[config.mk]
export PLATFORM = sky130hd
export DESIGN_NAME = uart_tx_scheduler_flat
export DESIGN_NICKNAME = d
export VERILOG_FILES = /design/src/rtl/uart_tx_scheduler_if.sv /design/src/rtl/uart_tx_scheduler.sv /design/src/flat_wrapper.sv
export SDC_FILE = /design/constraint.sdc
export NUM_CORES = 1
export LEC_CHECK = 0
export ABC_AREA = 0
export ABC_CLOCK_PERIOD_IN_PS = 1700
export CORE_AREA = 2 2 88 90
export CTS_CLUSTER_SIZE = 20
export DETAILED_ROUTE_END_ITERATION = 8
export DIE_AREA = 0 0 90 92
export GPL_TIMING_DRIVEN = 0
export MAX_ROUTING_LAYER = met4
export PLACE_DENSITY = 0.75
export SYNTH_ARGS = -nofsm -noshare
export SYNTH_HDL_FRONTEND = slang
export SYNTH_SLANG_ARGS = --single-unit
[constraint.sdc]
create_clock -name clk -period 1.7 [get_ports clk]
set_input_delay 0.34 -clock clk [delete_from_list [all_inputs] [get_ports clk]]
set_output_delay 0.34 -clock clk [all_outputs]
set_load 0.005 [all_outputs]
[src/rtl/uart_tx_scheduler_if.sv]
// Bundles the source side (req/req_data/grant_ack) and the transmitter side
// (tx_data/tx_wr_en/tx_busy) of uart_tx_scheduler. master = scheduler, slave = sources + uart_tx.
interface uart_tx_scheduler_if #(
    parameter int NUM_CH     = 4,
    parameter int DATA_WIDTH = 16
);
    logic [NUM_CH-1:0]            req;
    logic [NUM_CH*DATA_WIDTH-1:0] req_data;
    logic [NUM_CH-1:0]            grant_ack;
    logic [DATA_WIDTH-1:0]        tx_data;
    logic                         tx_wr_en;
    logic                         tx_busy;

    modport master (
        input  req, req_data, tx_busy,
        output grant_ack, tx_data, tx_wr_en
    );

    modport slave (
        output req, req_data, tx_busy,
        input  grant_ack, tx_data, tx_wr_en
    );
endinterface

[src/rtl/uart_tx_scheduler.sv]
// Round-robin scheduler sharing one uart_tx among NUM_CH FIFO sources; one word in flight at a time.
// Optional UART_SCHED_TAG_EN: each data word is preceded by a channel tag word {0, TAG_BASE | ch}.
module uart_tx_scheduler #(
    parameter int          NUM_CH     = 4,
    parameter int          DATA_WIDTH = 16,
    parameter logic [7:0]  TAG_BASE   = 8'hF0
) (
    input  logic                clk,
    input  logic                rst_n,
    input  logic                enable,
    uart_tx_scheduler_if.master bus,
    output logic [2:0]          active_ch,
    output logic                sched_busy,
    output logic [15:0]         frame_cnt,
    output logic                stall_err,
    output logic [3:0]          dbg_state
);
    // Handshakes: grant_ack is a one-cycle pop strobe, req_data is valid the cycle after it;
    // tx_wr_en is a one-cycle load strobe and tx_busy must rise within the start window.
    typedef enum logic [3:0] {
        IDLE       = 4'd0,
        POP        = 4'd1,
        LOAD       = 4'd2,
        ISSUE      = 4'd3,
        WAIT_START = 4'd4,
        WAIT_DONE  = 4'd5
`ifdef UART_SCHED_TAG_EN
        ,
        TAG        = 4'd6,
        TAG_START  = 4'd7,
        TAG_DONE   = 4'd8
`endif
    } state_t;

    state_t                state, state_next;
    logic [1:0]            tmo, tmo_next;
    logic [2:0]            last;
    logic [2:0]            winner, win_hi, win_lo;
    logic                  found_hi, found_lo, any_req;
    logic [NUM_CH-1:0]     grant_vec;
    logic [DATA_WIDTH-1:0] slice;
    logic                  take, timeout, frame_inc, wr_next;
`ifdef UART_SCHED_TAG_EN
    logic [DATA_WIDTH-1:0] hold;
    logic [DATA_WIDTH-1:0] tag_word;
    assign tag_word = DATA_WIDTH'(TAG_BASE | {5'b0, active_ch});
`endif

    assign dbg_state = state;
    assign any_req   = |bus.req;

    // Descending scan so the lowest index in each half wins: above-pointer half first, then wrap.
    always_comb begin
        found_hi = 1'b0;
        found_lo = 1'b0;
        win_hi   = '0;
        win_lo   = '0;
        for (int c = NUM_CH - 1; c >= 0; c--) begin
            if (bus.req[c]) begin
                if (3'(c) > last) begin
                    found_hi = 1'b1;
                    win_hi   = 3'(c);
                end else begin
                    found_lo = 1'b1;
                    win_lo   = 3'(c);
                end
            end
        end
        winner = found_hi ? win_hi : win_lo;
    end

    always_comb begin
        grant_vec = '0;
        slice     = '0;
        for (int c = 0; c < NUM_CH; c++) begin
            grant_vec[c] = (winner == 3'(c));
            if (active_ch == 3'(c)) slice = bus.req_data[c*DATA_WIDTH +: DATA_WIDTH];
        end
    end

    always_comb begin
        state_next = state;
        tmo_next   = '0;
        take       = 1'b0;
        timeout    = 1'b0;
        frame_inc  = 1'b0;
        wr_next    = 1'b0;
        case (state)
            IDLE: begin
                if (enable && any_req && !bus.tx_busy) begin
                    take       = 1'b1;
                    state_next = POP;
                end
            end
            POP: state_next = LOAD;
            LOAD: begin
                wr_next = 1'b1;
`ifdef UART_SCHED_TAG_EN
                state_next = TAG;
`else
                state_next = ISSUE;
`endif
            end
            ISSUE: state_next = WAIT_START;
            // Start window: the issue cycle plus three waiting cycles without busy.
            WAIT_START: begin
                if (bus.tx_busy)           state_next = WAIT_DONE;
                else if (tmo == 2'd2) begin
                    timeout    = 1'b1;
                    state_next = IDLE;
                end else                   tmo_next   = tmo + 2'd1;
            end
            WAIT_DONE: begin
                if (!bus.tx_busy) begin
                    frame_inc  = 1'b1;
                    state_next = IDLE;
                end
            end
`ifdef UART_SCHED_TAG_EN
            TAG: state_next = TAG_START;
            TAG_START: begin
                if (bus.tx_busy)           state_next = TAG_DONE;
                else if (tmo == 2'd2) begin
                    timeout    = 1'b1;
                    state_next = IDLE;
                end else                   tmo_next   = tmo + 2'd1;
            end
            TAG_DONE: begin
                if (!bus.tx_busy) begin
                    wr_next    = 1'b1;
                    state_next = ISSUE;
                end
            end
`endif
            default: state_next = IDLE;
        endcase
    end

    always_ff @(posedge clk) begin
        if (!rst_n) begin
            state         <= IDLE;
            tmo           <= '0;
            last          <= 3'(NUM_CH - 1);
            active_ch     <= '0;
            bus.grant_ack <= '0;
            bus.tx_data   <= '0;
            bus.tx_wr_en  <= 1'b0;
            sched_busy    <= 1'b0;
            frame_cnt     <= '0;
            stall_err     <= 1'b0;
`ifdef UART_SCHED_TAG_EN
            hold          <= '0;
`endif
        end else begin
            state         <= state_next;
            tmo           <= tmo_next;
            bus.grant_ack <= take ? grant_vec : '0;
            bus.tx_wr_en  <= wr_next;
            sched_busy    <= (state_next != IDLE);
            if (take) begin
                active_ch <= winner;
                last      <= winner;
            end
`ifdef UART_SCHED_TAG_EN
            if (state == LOAD) begin
                bus.tx_data <= tag_word;
                hold        <= slice;
            end
            if (state == TAG_DONE && wr_next) bus.tx_data <= hold;
`else
            if (state == LOAD) bus.tx_data <= slice;
`endif
            if (frame_inc) frame_cnt <= frame_cnt + 16'd1;
            if (timeout)   stall_err <= 1'b1;
        end
    end
endmodule

[src/flat_wrapper.sv]
// flat-port wrapper written by rule: the top's interface ports become plain ports
module uart_tx_scheduler_flat 
#(
    parameter int          NUM_CH     = 4,
    parameter int          DATA_WIDTH = 16,
    parameter logic [7:0]  TAG_BASE   = 8'hF0
)
  (clk, rst_n, enable, active_ch, sched_busy, frame_cnt, stall_err, dbg_state, bus_req, bus_req_data, bus_tx_busy, bus_grant_ack, bus_tx_data, bus_tx_wr_en);
  uart_tx_scheduler_if #(.NUM_CH(NUM_CH), .DATA_WIDTH(DATA_WIDTH)) bus_i ();
  input  logic clk;
  input  logic rst_n;
  input  logic enable;
  output logic [2:0] active_ch;
  output logic sched_busy;
  output logic [15:0] frame_cnt;
  output logic stall_err;
  output logic [3:0] dbg_state;
  input wire logic [$bits(bus_i.req)-1:0] bus_req;
  input wire logic [$bits(bus_i.req_data)-1:0] bus_req_data;
  input wire logic [$bits(bus_i.tx_busy)-1:0] bus_tx_busy;
  output wire logic [$bits(bus_i.grant_ack)-1:0] bus_grant_ack;
  output wire logic [$bits(bus_i.tx_data)-1:0] bus_tx_data;
  output wire logic [$bits(bus_i.tx_wr_en)-1:0] bus_tx_wr_en;
  assign bus_i.req = bus_req;
  assign bus_i.req_data = bus_req_data;
  assign bus_i.tx_busy = bus_tx_busy;
  assign bus_grant_ack = bus_i.grant_ack;
  assign bus_tx_data = bus_i.tx_data;
  assign bus_tx_wr_en = bus_i.tx_wr_en;
  uart_tx_scheduler #(.NUM_CH(NUM_CH), .DATA_WIDTH(DATA_WIDTH), .TAG_BASE(TAG_BASE)) u_core (.clk(clk), .rst_n(rst_n), .enable(enable), .bus(bus_i), .active_ch(active_ch), .sched_busy(sched_busy), .frame_cnt(frame_cnt), .stall_err(stall_err), .dbg_state(dbg_state));
endmodule
## After elaboration in Yosys (flattened, before gate mapping)

Cells that the tools add are included.
Widths: inputs -> output; s select.

| operators by class | value |
|---|---|
| eq/ne operators | 12 |
| muxes and demuxes | 42 |
| reduce and logical (&&, ||, !) cells | 10 |
| order comparisons | 4 |
| add/sub/neg operators | 2 |
| bitwise logic cells | 2 |

Operators by type and width:

| operator | number |
|---|---|
| $mux 16 | 4 |
| $mux 3 | 15 |
| $pmux 4 s6 | 1 |
| $add 16x1->16 const B | 1 |
| $mux 1 | 16 |
| $mux 4 | 4 |
| $eq 3x2->1 const B | 4 |
| $eq 4x2->1 const B | 2 |
| $eq 4x3->1 const B | 2 |
| $reduce_or 4->1 | 2 |
| $eq 3x1->1 const B | 2 |
| $gt 1x3->1 const A | 2 |
| $gt 2x3->1 const A | 2 |
| $logic_not 3->1 | 2 |
| $eq 4x1->1 const B | 1 |
| $logic_not 4->1 | 1 |
| $mux 2 | 2 |
| $reduce_bool 4->1 | 1 |
| $add 2x1->2 const B | 1 |
| $eq 2x2->1 const B | 1 |
| $logic_and 1x1->1 | 2 |
| $not 1->1 | 2 |
| $reduce_and 2->1 | 1 |
| $logic_not 1->1 | 1 |

| storage, ports and cells | value |
|---|---|
| logic and storage cells | 82 |
| flip-flop bits (word level) | 51 |
| output and inout port bits | 46 |
| bits of input ports | 72 |

## Longest topological paths before layout

| logic depth | value |
|---|---|
| word-level depth | 11 |
| mapped depth | 6 |
| mapped depth without buffers | 5 |

## Least setup slack after synthesis

No wires, ideal clock.

| path | value |
|---|---|
| kind | register -> register |
| start point | register u_core.active_ch[0] |
| end point | register u_core.bus.tx_data[2] |
| required time | 1,568 ps |
| path slack | 129 ps |
| period minus slack after synthesis | 1,571 ps |
| data arrival time | 1,439 ps |
| setup time | 132 ps |
| buffers on the path | 2 |
| stages on the path, launching flop included | 6 |
| cell sequence | dfxtp_1 > buf_4 > buf_2 > mux4_2 > nand2_1 > a21oi_1 |

| between the ends | value |
|---|---|
| word-level cells in the longest chain between the ends | 5 |
| elaborated cells between the ends (all ways) | 8 |

Ends and longest elaborated chain:

| item | RTL line | source |
|---|---|---|
| start, declared | uart_tx_scheduler.sv:12 | `output logic [2:0] active_ch,` |
| start signal, assigned | uart_tx_scheduler.sv:161 | `active_ch <= winner;` |
| $logic_not 3->1 | uart_tx_scheduler.sv:77 | `if (active_ch == 3'(c)) slice = bus.req_data[c*DATA_WIDTH +: DATA_WIDTH];` |
| $mux 16 (3 in series) | uart_tx_scheduler.sv:77 |  |
| $mux 16 * | uart_tx_scheduler.sv:77 |  |
| end signal, assigned | uart_tx_scheduler.sv:171 | `if (state == LOAD) bus.tx_data <= slice;` |
| end, declared | uart_tx_scheduler_if.sv:16 | `output grant_ack, tx_data, tx_wr_en` |

Every way passes the cells marked *; elsewhere a longest branch is shown, timed or not.
A chain may end at the register's enable or synchronous reset.

## Final worst setup path

| path | value |
|---|---|
| start point | register u_core.frame_cnt[11] |
| end point | output frame_cnt[11] |

RTL lines:

| item | RTL line | source |
|---|---|---|
| start, declared | uart_tx_scheduler.sv:14 | `output logic [15:0] frame_cnt,` |
| start signal, assigned | uart_tx_scheduler.sv:173 | `if (frame_inc) frame_cnt <= frame_cnt + 16'd1;` |
| end, declared | flat_wrapper.sv:15 | `output logic [15:0] frame_cnt;` |

No word-level cell between the ends.

==> summary.txt <==
Global route
  – Initial antenna violation count: 0
  – Wire length of the first global-routing pass: between 10,000 and 15,000 um
  – Vias in the first global route: 2,408
  – Aggregate global routing overflow: 0
  – Total track usage: about 16%
  – Pin count of the biggest net entering global routing: 18

Yosys
  – Post-synth ARST share: 0%
  – Synth Register Bits: between 40 and 50
  – Synth warn: 0
  – Cell taking the most area after synthesis: dfxtp_1
  – Mapped cell area: between 0.002 and 0.0025 mm^2
  – Top cells by area, synth: dfxtp_1 (40%), mux4_2 (15%), nand2_1 (5.3%), a21oi_1 (4.9%), nor2_1 (3.2%)
  – Post-synthesis sequential area ratio: ~40%
  – Commonest cells in the netlist: dfxtp_1 (49), nand2_1 (35), a21oi_1 (24)
  – Most frequent cell after synthesis: dfxtp_1
  – Post-synthesis cell type count: 48
  – Mean Syn Cell Area: 9.63 um^2
  – Synth top area share: 39.6%
  – EDFF count, synth: 0
  – Post-Syn Instances: 257
  – Main synth FF type: dfxtp_1

Min path
  – Worst min path class: in2reg
  – Hold Path Origin: rst_n
  – Hold Path End: u_core.last[1]
  – Hold Crit Depth: 2

Floorplan
  – Starting density of the core: 33.2%
  – Io pins: about 120
  – Area of the core: roughly 0.0074 mm^2
  – Die height: roughly 90 um
  – Width of the die: around 90 um
  – Num rows: 32
  – Die Area: between 0.008 and 0.009 mm^2

Clock tree
  – CTS tree: built
  – Clock Sinks: 49
  – Hold buffer count at CTS: 0
  – Clock latency on the worst-skew pair: around 0.30 ns
  – Max Root-Sink Buffers: 2
  – Num CTS Buffers: 5
  – Clk pin slew, worst setup/hold paths: 0.09 ns
  – H-Tree Depth: 2
  – CTS root buf: clkbuf_8

Placed design
  – Final GP Congestion: just over 0.8
  – Placed insts: 475
  – Setup WS pre-CTS: -0.464 ns
  – Dpl hpwl: 5220 um
  – I/O Buffers: between 100 and 150
  – Area post-placement: 0.00376 mm^2

Worst setup path
  – R2r worst-path depth: 5
  – Crit path max-delay family: buffers and inverters
  – Crit Reg-Reg Startpoint: u_core.dbg_state[1]
  – Worst r2r dst: u_core.sched_busy
  – Crit-path max cell delay: around 0.55 ns
  – Crit. Startpoint: u_core.frame_cnt[11]
  – Crit-path max FO: 7
  – Crit-path cells: clkdlybuf4s50_1
  – Critical path type: reg2out
  – Startpoint Class: register
  – R2r setup slk: between 0.1 and 0.15 ns
  – CP endpoint kind: output port
  – Worst EP required: approximately 1.4 ns
  – Critical Path AT: between 1 and 1.5 ns
  – Crit path buf inv count: 1
  – Slowest-stage cell, CP: clkdlybuf4s50_1

STA
  – Final setup TNS: 0 ns
  – Setup ws final: 0.0719 ns
  – Slew HR: a little over three fifths
  – Final setup viols: 0
  – Slew @ Worst Pin: roughly 0.56 ns
  – Final hold vios: 0
  – Final Max Slew Viols: 0
  – Highest Clock Rate: 0.614 GHz
  – RSZ-0062 raised after global routing: no
  – Final worst path period share: about 96%
  – Clock Skews: around 0.011 ns
  – Final hold slack: 0.328 ns
  – Period minus WS final: about 1.6 ns

Layout
  – Final Cell Area: just under 0.004 mm^2
  – Final std cells w/o fill: roughly 490
  – # diodes: 0
  – Fraction of layout cells with a size suffix above 1: between 10% and 20%
  – Final Core Density: approximately 53%
  – Area Overhead vs Synth: 59.2%
  – Filler instances: approximately 700
  – Net count, final: 457

Power and ir drop
  – Switching share of power: between 20% and 30%
  – Int Pwr: ~1.9 mW
  – Total power draw: 2.38 mW
  – Combinational Power Share: 14.3%
  – Max VDD drop: around 0.33 mV
  – Power density over cell area: roughly 600 mW/mm^2
  – Sequential Power Share: 48.9%
  – Clock power share: between 30% and 40%
  – NetSw: about 0.5 mW
  – Leakage: approximately 1.4 nW

Detailed routing
  – Drt wl/cell: between 10 and 15 um
  – Post-Route WL: around 6700 um
  – Vias/cell: 4.88
  – Post-route antenna net violation count: 0
  – TritonRoute pass-1 iters: 4
  – Drt drc: 0
  – Initial DRC count: 98
  – Via count: 2,370

Run
  – Number of max-cap violations: 0

Status
  – Outcome: finished clean
[worst max path at each step]
stage,cells after the start,endpoint
final,1,frame_cnt[11]
after global routing,1,frame_cnt[11]
after CTS,1,frame_cnt[7]
after detailed placement,6,u_core.active_ch[1]
after global placement,6,u_core.sched_busy
after floorplan,5,u_core.bus.tx_data[2]
[repair_timing]
item,CTS,global route
resized for setup,6,8
buffers inserted,2,3
endpoints found under the setup margin,23,13
pin swaps,1,1
[flip-flops by register name (all words and copies together), names as in the netlist]
register / count
u_core.active_ch: 2
u_core.bus.grant_ack: 4
u_core.bus.tx_data: 16
u_core.bus.tx_wr_en: 1
u_core.dbg_state: 4
u_core.frame_cnt: 16
u_core.last: 2
u_core.sched_busy: 1
u_core.stall_err: 1
u_core.tmo: 2
[worst register-to-register path, cell delays in order, from the launching register on]
cell,delay [ns]
dfxtp_1,0.43
buf_2,0.26
or3b_2,0.46
a21oi_1,0.13
nor2_1,0.06
a31oi_1,0.17
[layer usage]
metal / vias to the layer above / global-route usage, % / routed length (um)
li1: 1172 / - / -
met1: 1111 / 17.7 / 2600
met5: - / - / 0
met4: 0 / 4.49 / 107
met3: 10 / 5.09 / 492
met2: 77 / 29.6 / 3480
[layout by cell type, fill, tap and decap left out, types with 2 or more instances in the layout]
master,instances
a31oi_1,3
nand4_1,7
o21a_1,2
nor3_1,8
nand2b_1,4
a21o_1,2
and4bb_2,2
dfxtp_1,41
a21oi_1,24
buf_2,2
and3_1,3
nand3_1,10
nand2_1,35
nor2_1,21
clkbuf_1,3
nor2b_1,3
xnor2_1,4
and4_1,3
nand3b_1,2
conb_1,2
nor4_1,2
mux4_2,16
xor2_1,7
buf_6,3
nand4b_1,2
inv_1,4
clkbuf_2,2
clkbuf_8,6
clkdlybuf4s50_1,114
or3_1,2
dfxtp_2,8
buf_4,8
o21ai_0,6
ha_1,2
[kinds of logic after synthesis]
family,Yosys count,share of synthesized area (%)
and+or+nand+nor,115,26.2
adders and majority gates,2,1.01
buffers and inverters,21,4.80
xor gates and xnor gates,11,3.89
muxes,17,15.0
other,1,0.151
AOI/OAI and AO/OA,41,9.40
DFF,49,39.6
[power groups by stage]
stage,combinational (mW),sequential (mW),clock [mW]
finish,0.339,1.16,0.875
global route,0.365,1.16,0.959
CTS,0.343,1.16,0.895
detailed placement,0.343,1.19,0
global placement,0.337,1.19,0
floorplan,0.138,1.19,0
[layout make-up]
| class | count | area (um^2) | share of cell area, % |
|---|---|---|---|
| multi-input cells | 188 | 1400 | 35.6 |
| well taps | 102 | 128 | 3.24 |
| clock inverters | 2 | 37.5 | 0.952 |
| inverters | 5 | 18.8 | 0.476 |
| plain buffers | 14 | 95.1 | 2.41 |
| repair buffers | 120 | 1190 | 30.1 |
| clock buffers | 6 | 82.6 | 2.09 |
| flip-flops and latches | 49 | 991 | 25.1 |
Note: power is estimated with default switching activity, not from simulation.
